File: src/rtl/div_unit.sv
// Iterative 32-bit restoring divider for the HI/LO write port: one quotient bit per cycle.
// Define DIV_SIGNED_EN to compile in signed (DIV) support; otherwise every divide is unsigned.
module div_unit (
  input  logic        clk,
  input  logic        rst,
  input  logic        start_i,
  input  logic        annul_i,
  input  logic        signed_i,
  input  logic [31:0] opdata1_i,
  input  logic [31:0] opdata2_i,
  output logic [31:0] hi_o,
  output logic [31:0] lo_o,
  output logic        hilo_we_o,
  output logic        ready_o,
  output logic        stall_o
);

  typedef enum logic [1:0] {S_IDLE, S_BYZERO, S_ON, S_END} state_t;

  state_t      state, state_nx;
  logic [5:0]  cnt;
  logic [31:0] dvd_raw;   // dividend as presented, returned as HI on divide-by-zero
  logic [31:0] quo, rem, dvs;
  logic [31:0] res_lo, res_hi;
  logic        neg_q, neg_r;
  logic        we_done;

  logic        neg_a, neg_b;
  logic [31:0] mag_a, mag_b;

`ifdef DIV_SIGNED_EN
  assign neg_a = signed_i & opdata1_i[31];
  assign neg_b = signed_i & opdata2_i[31];
`else
  logic unused_signed;
  assign unused_signed = signed_i;
  assign neg_a = 1'b0;
  assign neg_b = 1'b0;
`endif

  assign mag_a = neg_a ? -opdata1_i : opdata1_i;
  assign mag_b = neg_b ? -opdata2_i : opdata2_i;

  // Restoring step: shift the next dividend bit into the partial remainder, subtract if it fits.
  logic [32:0] trial;
  logic        ge;
  logic [31:0] rem_nx, quo_nx, lo_fin, hi_fin;

  always_comb begin
    trial  = {rem, quo[31]};
    ge     = (trial >= {1'b0, dvs});
    rem_nx = ge ? 32'(trial - {1'b0, dvs}) : trial[31:0];
    quo_nx = {quo[30:0], ge};
    lo_fin = neg_q ? -quo_nx : quo_nx;
    hi_fin = neg_r ? -rem_nx : rem_nx;
  end

  always_ff @(posedge clk) begin
    if (rst) state <= S_IDLE;
    else     state <= state_nx;
  end

  always_comb begin
    state_nx  = state;
    stall_o   = 1'b0;
    ready_o   = 1'b0;
    hilo_we_o = 1'b0;
    hi_o      = 32'd0;
    lo_o      = 32'd0;
    case (state)
      S_IDLE: begin
        if (start_i && !annul_i && !rst) begin
          stall_o  = 1'b1;
          state_nx = (opdata2_i == 32'd0) ? S_BYZERO : S_ON;
        end
      end
      S_BYZERO: begin
        stall_o  = 1'b1;
        state_nx = annul_i ? S_IDLE : S_END;
      end
      S_ON: begin
        stall_o = 1'b1;
        if (annul_i)             state_nx = S_IDLE;
        else if (cnt == 6'd31)   state_nx = S_END;
      end
      S_END: begin
        ready_o   = 1'b1;
        hi_o      = res_hi;
        lo_o      = res_lo;
        hilo_we_o = !we_done;
        if (!start_i) state_nx = S_IDLE;
      end
      default: state_nx = S_IDLE;
    endcase
  end

  always_ff @(posedge clk) begin
    if (rst) begin
      cnt     <= 6'd0;
      dvd_raw <= 32'd0;
      quo     <= 32'd0;
      rem     <= 32'd0;
      dvs     <= 32'd0;
      res_lo  <= 32'd0;
      res_hi  <= 32'd0;
      neg_q   <= 1'b0;
      neg_r   <= 1'b0;
      we_done <= 1'b0;
    end else begin
      // END is always entered from a non-END state, so this is clear on the first END cycle.
      we_done <= (state == S_END);
      case (state)
        S_IDLE: begin
          if (start_i && !annul_i) begin
            dvd_raw <= opdata1_i;
            quo     <= mag_a;
            dvs     <= mag_b;
            rem     <= 32'd0;
            cnt     <= 6'd0;
            neg_q   <= neg_a ^ neg_b;
            neg_r   <= neg_a;
          end
        end
        S_BYZERO: begin
          if (!annul_i) begin
            res_lo <= 32'hFFFF_FFFF;
            res_hi <= dvd_raw;
          end
        end
        S_ON: begin
          if (annul_i) begin
            cnt <= 6'd0;
          end else begin
            quo <= quo_nx;
            rem <= rem_nx;
            if (cnt == 6'd31) begin
              cnt    <= 6'd0;
              res_lo <= lo_fin;
              res_hi <= hi_fin;
            end else begin
              cnt <= cnt + 6'd1;
            end
          end
        end
        default: ;
      endcase
    end
  end

endmodule
File: config.mk
export PLATFORM = sky130hd
export DESIGN_NAME = div_unit
export DESIGN_NICKNAME = d
export VERILOG_FILES = /design/src/rtl/div_unit.sv
export SDC_FILE = /design/constraint.sdc
export NUM_CORES = 1
export LEC_CHECK = 0
export BUFFER_PORTS_ARGS = -buffer_cell sky130_fd_sc_hd__buf_4
export CAP_MARGIN = 20
export CORE_ASPECT_RATIO = 1.25
export CORE_UTILIZATION = 50
export CTS_CLUSTER_DIAMETER = 120
export DETAILED_ROUTE_END_ITERATION = 16
export HOLD_SLACK_MARGIN = 0.08
export MAX_ROUTING_LAYER = met4
export PLACE_DENSITY = 0.69
export SLEW_MARGIN = 0
export SYNTH_ARGS = -nofsm -noshare
export SYNTH_HDL_FRONTEND = slang
export SYNTH_SLANG_ARGS = --single-unit
File: constraint.sdc
create_clock -name clk -period 6.3 [get_ports clk]
set_clock_uncertainty 0.05 [all_clocks]
set_input_delay 0.945 -clock clk [delete_from_list [all_inputs] [get_ports clk]]
set_output_delay 0.945 -clock clk [all_outputs]
set_load 0.01 [all_outputs]
==> metrics <==
Leakage just under 0.005 uW; Slew HR 26.86%; VDD IR-drop max 222.0 uV; syn_nets 1498; Max Fanout on Critical Path 27; startpoint class of the critical path register; vias in the first global route 9538; Finished Cell Area 0.01258 sq mm; Max-Cap Viols 0; Max Slew Vio Count 0; Main synth FF type dfxtp_1; starting DRC count in detailed routing 742; Placer Congestion 0.9814; worst hold path class register to register; clock sink total between 200 and 250; fin crit share between 60% and 70%; htree depth 1; Clock transition at path regs around 60 ps; Post-DP HPWL between 20000 and 25000 microns; initial antenna violation count 0; clk_lat worst skew 520 ps; status finished clean; Netlist Area Pre-Place around 0.011 sq mm; Synth Register Bits 201; Pre-Repair DR Iteration Count 5; Yosys top cell area share a little under two fifths; setup TNS 0 ps; post-CTS setup buffer count 0; CTS tree yes; PD cells 462.8 mW/mm^2; WS Path Type register to register; Tmin final ~3800 ps; Residual DRC 0; share of cells above drive strength 1 13.85%; area leader, netlist dfxtp_1; CTS resizes 0; drt total wl slightly above 30000 microns; data required time of the worst path 6570 ps; Setup Viol. Count Final 0; vias per cell 5.781; max incr delay on CP 550 ps; first-pass GRT wire length around 50000 microns; commonest non-fill, non-tap cells in the layout nand2_1, dfxtp_1, a21oi_1; CP Cell Sequence inv_1, ha_1, nand4_1, or4_1, o41ai_1, a211oi_1, o211a_1, buf_4, nand2_1, mux2i_1, a311oi_1; Yosys cell types 66; Die X 133.2 microns; die height 166.0 microns; commonest non-fill, non-tap cell in the layout nand2_1; IO Count 136; Post-Place Cell Area 0.01182 sq mm; share of synthesized registers carrying an async set or reset 0%; nets ~1600; Total GRT Usage between 20% and 30%; Starting Density 51.34%; Hold Vio Cnt, Final 0; CTS Buf Count 23; DR vias a little over 10000; die area 0.02212 sq mm; number of synthesized flops with an enable pin 0; port bufs around 130; GRT overflow 0; Detail Route Antenna Nets 0; cells after synthesis 1390; Area growth syn-to-layout 16.84%; largest net degree at the start of global routing 117; Hold Buf Count CTS 0; fillers 1983; Core Area 0.02097 sq mm; synthesized area per cell approximately 7.7 sq um; RSZ-0062 raised after global routing false; WP data arrival 4070 ps; ant diodes 0; Syn. warnings 0; Clock Tree Buf Depth 3; slowest CP cell or4_1; critical path capture point type register; top post-synthesis cells by area dfxtp_1, a21oi_1, nand2_1, ha_1, a211oi_1; post-DR wirelength/cell 17.53 microns; final core occ 59.99%; Worst-Margin Slew between 1000 and 1500 ps; Max Clock Freq ~260 MHz; Seq/Total Area, Yosys a little under two fifths; CTS root buffer clkbuf_16; standard-cell rows 59
[sequential cells by signal, summed over array words and instances (netlist names)]
| name | count |
|---|---|
| state | 2 |
| cnt | 6 |
| rem | 32 |
| dvd_raw | 32 |
| dvs | 32 |
| quo | 32 |
| res_hi | 32 |
| res_lo | 32 |
| we_done | 1 |
[layout make-up]
class | instances | area [sq um] | share of cell area, %
tap | 274 | 342.8 | 2.726
clock buffer | 36 | 694.4 | 5.521
multi-input combinational | 1045 | 6206 | 49.34
inverter | 41 | 153.9 | 1.224
clock inverter | 3 | 21.27 | 0.1691
timing repair buffer | 147 | 1135 | 9.023
sequential | 201 | 4024 | 31.99
[cells in the mapped netlist, types with 6 or more instances]
master / instances
nor2_1: 106
a31oi_1: 14
dfxtp_1: 201
or3_1: 14
and2_1: 67
nor3_1: 12
buf_1: 9
a311oi_1: 11
nor2b_1: 7
ha_1: 38
o21ai_0: 70
nand4_1: 11
o31a_1: 6
and3_1: 17
o21ai_1: 16
o21bai_1: 16
a221oi_1: 6
nand3_1: 7
mux2i_1: 39
a21o_1: 11
clkbuf_1: 83
inv_1: 41
xnor2_1: 10
o211ai_1: 11
nand2_1: 228
nor4_1: 8
a211oi_1: 62
a21oi_1: 179
xor2_1: 13
nand3b_1: 9
[kinds of logic (layout without fill, tap and decap cells)]
family	count (synthesis)	in the layout	share of synthesized area, %
and+or+nand+nor	508	508	22.17
AOI/OAI and AO/OA	435	435	24.91
DFF	201	201	37.38
buffers and inverters	144	227	5.335
muxes	40	40	3.731
adders and majority gates	39	39	4.603
xor gates and xnor gates	23	23	1.871
[worst paths after layout]
path                               start                       to  slack, ps  cells past startpoint
setup / recovery    dvs[12]$_SDFFE_PP0P_  res_hi[21]$_SDFFE_PP0P_       2500                     11
hold / removal    res_lo[4]$_SDFFE_PP0P_   res_lo[4]$_SDFFE_PP0P_        390                      2
setup reg to reg    dvs[12]$_SDFFE_PP0P_  res_hi[21]$_SDFFE_PP0P_       2500                     11
hold reg to reg   res_lo[4]$_SDFFE_PP0P_   res_lo[4]$_SDFFE_PP0P_        390                      2
[stage by stage]
stage	worst slack (ps)	cells	total power, uW	hold WS, ps
5_1_grt	2293	1747	6234	418.6
4_1_cts	2131	1745	5791	398.6
2_1_floorplan	3417	1390	3801	377.3
3_3_place_gp	2189	1706	4478	385.4
3_5_place_dp	2175	1706	4508	390.6
6_report	2501	1747	5821	392.7
[routing by layer]
metal,GRT usage [%],vias to the layer above,wire [microns]
met5,-,-,0
met4,8.646,0,832
met3,4.151,35,1603
met2,44.30,238,14020
met1,38.26,4803,14180
li1,-,5024,-
[critical path, delay by kind of cell, from the launching register on]
family                   cells  cell delay [ps]
flip-flops                   1              330
adder cells (fa/ha/maj)      1              400
multiplexers                 1              360
AO/OA/AOI/OAI                4              920
buffers and inverters        2              360
AND/OR/NAND/NOR              3             1160
[report_power, final]
part | total, uW | internal, uW | leakage (uW) | switching [uW]
logic | 2890 | 1030 | 0.00292 | 1860
registers | 1660 | 1510 | 0.00164 | 159
clock network | 1270 | 752 | 0.000349 | 517
Note: power is estimated with default switching activity, not from simulation.
